### src/rtl/servo_pwm_bank.sv
// servo_pwm_bank: multi-channel hobby-servo PWM generator.
// Each channel holds a target angle, slews its commanded position toward it
// once per step frame, and emits one registered pulse per frame whose width
// and enable are latched only at the frame boundary (glitch-free outputs).
module servo_pwm_bank #(
  parameter int NUM_CH      = 3,
  parameter int PERIOD_CYC  = 2000000,
  parameter int MIN_PULSE   = 100000,
  parameter int STEP_CYC    = 555,
  parameter int ANGLE_MAX   = 180,
  parameter int HOME        = 90,
  parameter int SLEW_FRAMES = 1
) (
  input  logic                                          CLK,
  input  logic                                          RST,
  input  logic [((NUM_CH > 1) ? $clog2(NUM_CH) : 1)-1:0] SEL,
  input  logic [7:0]                                    ANGLE,
  input  logic                                          LOAD,
  input  logic [NUM_CH-1:0]                             EN,
  output logic [NUM_CH-1:0]                             SERVO,
  output logic [NUM_CH-1:0]                             BUSY,
  output logic                                          FRAME
);

  localparam int CNT_W     = $clog2(PERIOD_CYC);
  localparam int SEL_W     = (NUM_CH > 1) ? $clog2(NUM_CH) : 1;
  localparam int SDIV_W    = (SLEW_FRAMES > 1) ? $clog2(SLEW_FRAMES) : 1;
  localparam int SDIV_LAST = (SLEW_FRAMES > 1) ? SLEW_FRAMES - 1 : 0;

  localparam logic [7:0]       ANGLE_CAP  = 8'(ANGLE_MAX);
  localparam logic [7:0]       HOME_ANGLE = 8'(HOME);
  localparam logic [CNT_W-1:0] HOME_WIDTH = CNT_W'(MIN_PULSE + STEP_CYC * HOME);
  localparam logic [CNT_W-1:0] CNT_LAST   = CNT_W'(PERIOD_CYC - 1);

  // A pulse that could reach the frame end would never fall; refuse to build.
  if ((MIN_PULSE + STEP_CYC * ANGLE_MAX >= PERIOD_CYC) || (ANGLE_MAX > 255)) begin : g_illegal
    $error("servo_pwm_bank: MIN_PULSE + STEP_CYC*ANGLE_MAX must be below PERIOD_CYC and ANGLE_MAX <= 255");
  end

  logic [CNT_W-1:0]  cnt_q, cnt_d;
  logic [SDIV_W-1:0] sdiv_q, sdiv_d;
  logic [7:0]        target_q [NUM_CH];
  logic [7:0]        target_d [NUM_CH];
  logic [7:0]        pos_q    [NUM_CH];
  logic [7:0]        pos_d    [NUM_CH];
  logic [CNT_W-1:0]  width_q  [NUM_CH];
  logic [CNT_W-1:0]  width_d  [NUM_CH];
  logic [NUM_CH-1:0] en_q, en_d;
  logic [NUM_CH-1:0] servo_q, servo_d;
  logic              boundary;
  logic              step;
  logic              load_ok;
  logic [7:0]        angle_clamped;

  // Frame counter and slew divider; a step frame is a boundary at divider end.
  always_comb begin
    // NOTE: every combinational output gets a default first, so no path leaves it unassigned and no latch is inferred.
    boundary = (cnt_q == CNT_LAST);
    step     = boundary && (sdiv_q == SDIV_W'(SDIV_LAST));
    cnt_d    = boundary ? '0 : cnt_q + CNT_W'(1);
    sdiv_d   = sdiv_q;
    if (boundary) begin
      sdiv_d = (sdiv_q == SDIV_W'(SDIV_LAST)) ? '0 : sdiv_q + SDIV_W'(1);
    end
  end

  // Target writes, position slew, and boundary latching of width/enable.
  always_comb begin
    load_ok       = LOAD && (32'(SEL) < NUM_CH);
    angle_clamped = (ANGLE > ANGLE_CAP) ? ANGLE_CAP : ANGLE;
    en_d          = boundary ? EN : en_q;
    for (int i = 0; i < NUM_CH; i++) begin
      target_d[i] = target_q[i];
      if (load_ok && (SEL == SEL_W'(i))) begin
        target_d[i] = angle_clamped;
      end
      // The step compares against the old target, so a write landing on the
      // boundary only takes effect from the following step frame.
      pos_d[i] = pos_q[i];
      if (step) begin
        if (SLEW_FRAMES == 0) begin
          pos_d[i] = target_q[i];
        end else if (pos_q[i] < target_q[i]) begin
          pos_d[i] = pos_q[i] + 8'd1;
        end else if (pos_q[i] > target_q[i]) begin
          pos_d[i] = pos_q[i] - 8'd1;
        end
      end
      width_d[i] = boundary
                 ? CNT_W'(MIN_PULSE) + CNT_W'(STEP_CYC) * CNT_W'(pos_d[i])
                 : width_q[i];
      servo_d[i] = en_q[i] && (cnt_q < width_q[i]);
      BUSY[i]    = (pos_q[i] != target_q[i]);
    end
  end

  // State registers with synchronous reset.
  always_ff @(posedge CLK) begin
    if (RST) begin
      cnt_q   <= '0;
      sdiv_q  <= '0;
      en_q    <= '0;
      servo_q <= '0;
      // NOTE: these per-channel arrays are a handful of flops, not a RAM, so every element is reset.
      for (int i = 0; i < NUM_CH; i++) begin
        target_q[i] <= HOME_ANGLE;
        pos_q[i]    <= HOME_ANGLE;
        width_q[i]  <= HOME_WIDTH;
      end
    end else begin
      // NOTE: non-blocking assignments so every flop samples pre-edge values regardless of statement order.
      cnt_q   <= cnt_d;
      sdiv_q  <= sdiv_d;
      en_q    <= en_d;
      servo_q <= servo_d;
      for (int i = 0; i < NUM_CH; i++) begin
        target_q[i] <= target_d[i];
        pos_q[i]    <= pos_d[i];
        width_q[i]  <= width_d[i];
      end
    end
  end

  assign SERVO = servo_q;
  assign FRAME = boundary;

endmodule

### config.mk
export PLATFORM = sky130hd
export DESIGN_NAME = servo_pwm_bank
export DESIGN_NICKNAME = d
export VERILOG_FILES = /design/src/rtl/servo_pwm_bank.sv
export SDC_FILE = /design/constraint.sdc
export NUM_CORES = 1
export LEC_CHECK = 0
export CELL_PAD_IN_SITES_DETAIL_PLACEMENT = 1
export CELL_PAD_IN_SITES_GLOBAL_PLACEMENT = 2
export CORE_MARGIN = 1
export CORE_UTILIZATION = 40
export DETAILED_ROUTE_END_ITERATION = 12
export PLACE_DENSITY = 0.87
export RECOVER_POWER = 50
export SLEW_MARGIN = 20
export SYNTH_ARGS = -nofsm -noshare
export SYNTH_HDL_FRONTEND = slang
export SYNTH_SLANG_ARGS = --single-unit
### constraint.sdc
create_clock -name CLK -period 7.23 [get_ports CLK]
set_clock_uncertainty 0.05 [all_clocks]
set_input_delay 1.446 -clock CLK [delete_from_list [all_inputs] [get_ports CLK]]
set_output_delay 1.446 -clock CLK [all_outputs]
set_load 0.01 [all_outputs]
# --- Word-level counts from Yosys, hierarchy flattened ---
# Memory sizes are Yosys's and may differ from the RTL's.
# Index checks and enable logic that the tools add are counted.
totals:
  ff_bits: 28
  ramBits: 111
  inputBits: 16
  out_inout_bits: 7
  elab_cells: 87
  mem_count: 3
classes:
  n_addsub: 11
  multipliers: 3
  magnitude_cmp: 11
  eq_ne: 6
  mux: 29
  n_bitwise: 10
  reduce_logical: 10
memory_table:
  columns: ["name", "depth", "word_bits", "read_ports", "rd_clocked_by_memory_dff", "write_ports", "line", "rtl"]
  rows:
  - ["width_q", 3, 21, 3, 0, 3, "46", "logic [CNT_W-1:0] width_q [NUM_CH];"]
  - ["pos_q", 3, 8, 3, 0, 3, "44", "logic [7:0] pos_q [NUM_CH];"]
  - ["target_q", 3, 8, 3, 0, 3, "42", "logic [7:0] target_q [NUM_CH];"]
ops:
  columns: ["operator", "n"]
  rows:
  - ["2-to-1 mux 8 bit", 19]
  - ["2-to-1 mux 21 bit", 6]
  - ["< comparator 21 bit", 3]
  - ["adder 17 x 18 -> 19 bit, first input constant", 3]
  - ["multiplier 10 x 8 -> 18 bit, first input constant", 3]
  - ["adder 8 x 1 -> 8 bit, second input constant", 3]
  - ["greater-than comparator 8 bit", 3]
  - ["< comparator 8 bit", 3]
  - ["inequality test 8 bit", 3]
  - ["subtractor 8 x 1 -> 8 bit, second input constant", 3]
  - ["adder 21 x 1 -> 21 bit, second input constant", 1]
  - ["== test 21 bit, second input constant", 1]
  - ["OR 1 bit", 9]
  - ["greater-than comparator 8 bit, second input constant", 1]
  - ["logical AND 1 bit", 8]
  - ["2-to-1 mux 1 bit", 4]
  - ["== test 2 x 1 -> 1 bit, second input constant", 1]
  - ["== test 2 bit, second input constant", 1]
  - ["logical NOT 2 bit", 1]
  - ["< comparator 2 bit, second input constant", 1]
  - ["OR reduction 2 bit", 1]
  - ["adder 1 bit, second input constant", 1]
  - ["inverter 1 bit", 1]

# --- Longest topological paths before layout ---
logic_depth:
  word_depth: 8
  depth_mapped: 29
  mapped_depth_nobuf: 28

# --- Worst setup path before layout ---
# No wires, ideal clock.
synth_timing:
  path_type: "reg-to-reg"
  start: "register cnt_q[7]"
  end: "memory width_q[0][38] in the netlist's numbering"
  setup_ps: 122
  t_arrival_ps: 6511
  required_ps: 7058
  slack_ps: 546
  path_stages_with_launch: 26
  path_buffers: 1
  synth_period_minus_slack_ps: 6684
  cell_sequence: "dfxtp_1 or4_1 nor4_2 nand2_2 clkinv_4 clkbuf_1 o21ai_0 xnor2_1 inv_1 ha_1 fa_1 inv_1 fa_1 fa_1 inv_1 ha_1 a211oi_1 nor2_1 o41a_1 and4_1 a2111oi_1 o21bai_1 a21oi_1 maj3_1 o21ai_0 a311o_1"
synth_rtl:
  columns: ["element", "line", "rtl"]
  rows:
  - ["start, declared", "40", "logic [CNT_W-1:0] cnt_q, cnt_d;"]
  - ["start signal, assigned", "112", "cnt_q <= cnt_d;"]
  - ["end, declared", "46", null]

==> impl_metrics.yaml <==
synth:
  synth.net_count: 1580
  ys_ff_latch: 132
  ys_types: 69
  synth-edff-count: 0
  syn_inst: 1317
  syn_avg_cell_area_sq_um: 8.46
  synth_ff_type: "dfxtp_1"
  syn_area_sq_um: 11100
  yosysWarningCount: 0
  synthArstFlopShare: 0
  synth-seq-area-share: 0.237
cts:
  cts_buffer_depth: 2
  cts-buffers-inserted: 17
  path_clk_slew_ps: 60
  cts_tree: "built"
  cts.sinks: 132
  postCtsSetupRepairBufs: 0
  cts-root-buf: "clkbuf_16"
  clk_latency_ps: 430
  htreeDepth: 4
detailed_routing:
  antenna_left: 0
  routed_wl_um: 27800
  viasPerCell: 5.21
  first_iter_violations: 264
  num_vias: 9035
  drc: 0
  first_pass_iters: 4
  detail_route.wl_per_cell_um: 16.0
critical_path:
  worstSetupPathType: "reg -> reg"
  cp_num_buf_inv: 3
  startpoint_type: "register"
  cpPeakStageDelay_ps: 530
  worstPathArrival_ps: 7210
  cp_max_fo: 8
  crit_required_ps: 7490
  critPathTopFamily: "adder cells"
  slowest_stage: "fa_1"
  end_kind: "register"
sta:
  hold_ws_ps: 403
  max_freq_ghz: 0.144
  setup_viol: 0
  rsz0062_at_grt: "yes"
  setup_tns_ps: 0
  fin_crit_ps: 6950
  slew_violations: 43
  fin_crit_sh: 0.961
  worst_slew_pin_slew_ps: 1990
  slew_headroom: -0.324
  hold_viol_final: 0
power:
  p_total_w: 0.00179
  netSwitchingFraction: 0.231
  netSwitchingPower_w: 0.000412
  power_frac_clock: 0.524
  power_leakage_nw: 6.02
  p_comb_frac: 0.063
  irDropWorstVdd_mv: 0.143
  power_frac_seq: 0.414
  internal-power_w: 0.00137
  power_density_nw_per_um2: 142
cells_and_area:
  final_common_cell: "ha_1"
  fin_nets: 1613
  antenna_cells: 0
  final_cell_mix: "ha_1 (211), inv_1 (190), dfxtp_1 (132), nor2_1 (128), nand2_1 (81)"
  area_growth_pct: 13.2
  drive_gt1_frac: 0.0698
placed_design:
  gp_congestion: 0.808
  dpl.hpwl_um: 21400
  io_buffers: 22
hold_path:
  hold_path_class: "reg -> reg"
grt:
  overflow: 0
  grt_pass1_wl_um: 46500
  antenna_found_initial: 0
  grt_pass1_vias: 9506
  grt_max_degree: 90
  grt_use_total: 0.203
floorplan:
  start_util: 0.411
  die_h_um: 169
  dieArea_sq_um: 28500
  boundaryPins: 23
  placement_rows: 60
  die_x_um: 169
  core_area_sq_um: 27100
run_status:
  status: "finished with violations"
  failed_checks: "max-capacitance violations, max-slew violations"
job:
  maxCapViolCount: 1
metal layers:
| layer | track usage | vias to the layer above | part of all wire |
|---|---|---|---|
| met5 | 0 | - | 0 |
| met4 | 0.0577 | 0 | 0.014 |
| met3 | 0.0297 | 31 | 0.019 |
| met2 | 0.362 | 77 | 0.50 |
| met1 | 0.253 | 4373 | 0.47 |
| li1 | - | 4554 | - |
state kept, by name (all words and copies together), names as in the netlist:
name / cells
width_q: 57
pos_q: 24
target_q: 24
cnt_q: 21
SERVO: 3
en_q: 3
power by group through the flow:
stage          combinational [W]  sequential [W]  clock (W)
4_1_cts                 0.000112        0.000739   0.000954
6_report                0.000112        0.000739   0.000935
3_3_place_gp            0.000108        0.000755          0
5_1_grt                 0.000124        0.000739   0.000987
3_5_place_dp            0.000111        0.000755          0
2_1_floorplan          0.0000702        0.000755          0
path summary, 6_finish.rpt:
| check | cells after the start | slack [ps] | startpoint | end |
|---|---|---|---|---|
| setup / recovery | 26 | 280 | pos_q[0][9] | width_q[0][38] |
| hold / removal | 2 | 400 | width_q[0][54] | width_q[0][54] |
| setup reg to reg | 26 | 280 | pos_q[0][9] | width_q[0][38] |
| hold reg to reg | 2 | 400 | width_q[0][54] | width_q[0][54] |
metrics by stage:
stage          setup slack [ps]  instances  utilization  area (sq um)
2_1_floorplan               546       1317            -         11100
3_3_place_gp                152       1703        0.440         11900
3_5_place_dp               46.7       1703        0.440         11900
4_1_cts                    23.3       1734        0.463         12500
5_1_grt                    -114       1734        0.465         12600
6_report                    280       1734        0.465         12600
synthesized netlist by cell type, types with 6 or more instances:
cell type,n,area [sq um]
ha_1,211,2640
inv_1,190,713
dfxtp_1,132,2640
nor2_1,128,480
nand2_1,81,304
a21oi_1,76,380
xnor2_1,45,394
a211o_1,36,315
fa_1,36,721
clkbuf_1,34,128
o21ai_0,34,170
xor2_1,32,280
nand3_1,28,140
a21o_1,25,188
nand2b_1,22,138
nand4_1,19,119
nor3_1,19,95.1
and3_1,17,106
a211oi_1,15,113
nor2b_1,14,87.6
or2_2,10,62.6
mux2i_1,9,90.1
o211ai_1,6,45.0
o21a_1,6,45.0
or3_1,6,37.5
worst register-to-register path: stages (launching register included):
cell and delay, ps:
dfxtp_1 370, ha_1 330, nor2b_1 160, o211ai_1 120, a21oi_2 210, a211oi_4 100, or3_1 360, o32ai_1 350
xor2_1 260, ha_1 320, inv_1 160, fa_1 460, fa_1 510, inv_1 60, fa_1 530, inv_1 40
ha_1 330, o21ai_1 90, nor2_1 90, o41a_1 350, and4_1 230, a2111oi_2 430, o21bai_1 130, a21oi_2 190
maj3_1 210, o21ai_0 80, a311o_1 310
timing repair:
| action | CTS | global route |
|---|---|---|
| gates resized for setup | 0 | 13 |
| setup endpoints to repair | 0 | 9 |
| hold buffers | 0 | 0 |
cell type report:
type | count | area [sq um]
fill | 3189 | 14500
timing repair buffer | 51 | 444
sequential | 132 | 2640
multi-input combinational | 953 | 7690
clock buffer | 19 | 453
tap | 372 | 465
clock inverter | 12 | 180
inverter | 195 | 737
cell families (layout without fill, tap and decap cells):
group,count (synthesis),count (layout),share of synthesized area
AO/OA/AOI/OAI,241,241,0.145
adder cells (fa/ha/maj),251,251,0.305
buffers and inverters,232,277,0.0786
flip-flops,132,132,0.237
multiplexers,9,9,0.00809
AND/OR/NAND/NOR,372,372,0.161
XOR/XNOR,80,80,0.0649
No activity file was read; power rests on OpenSTA's default activity.
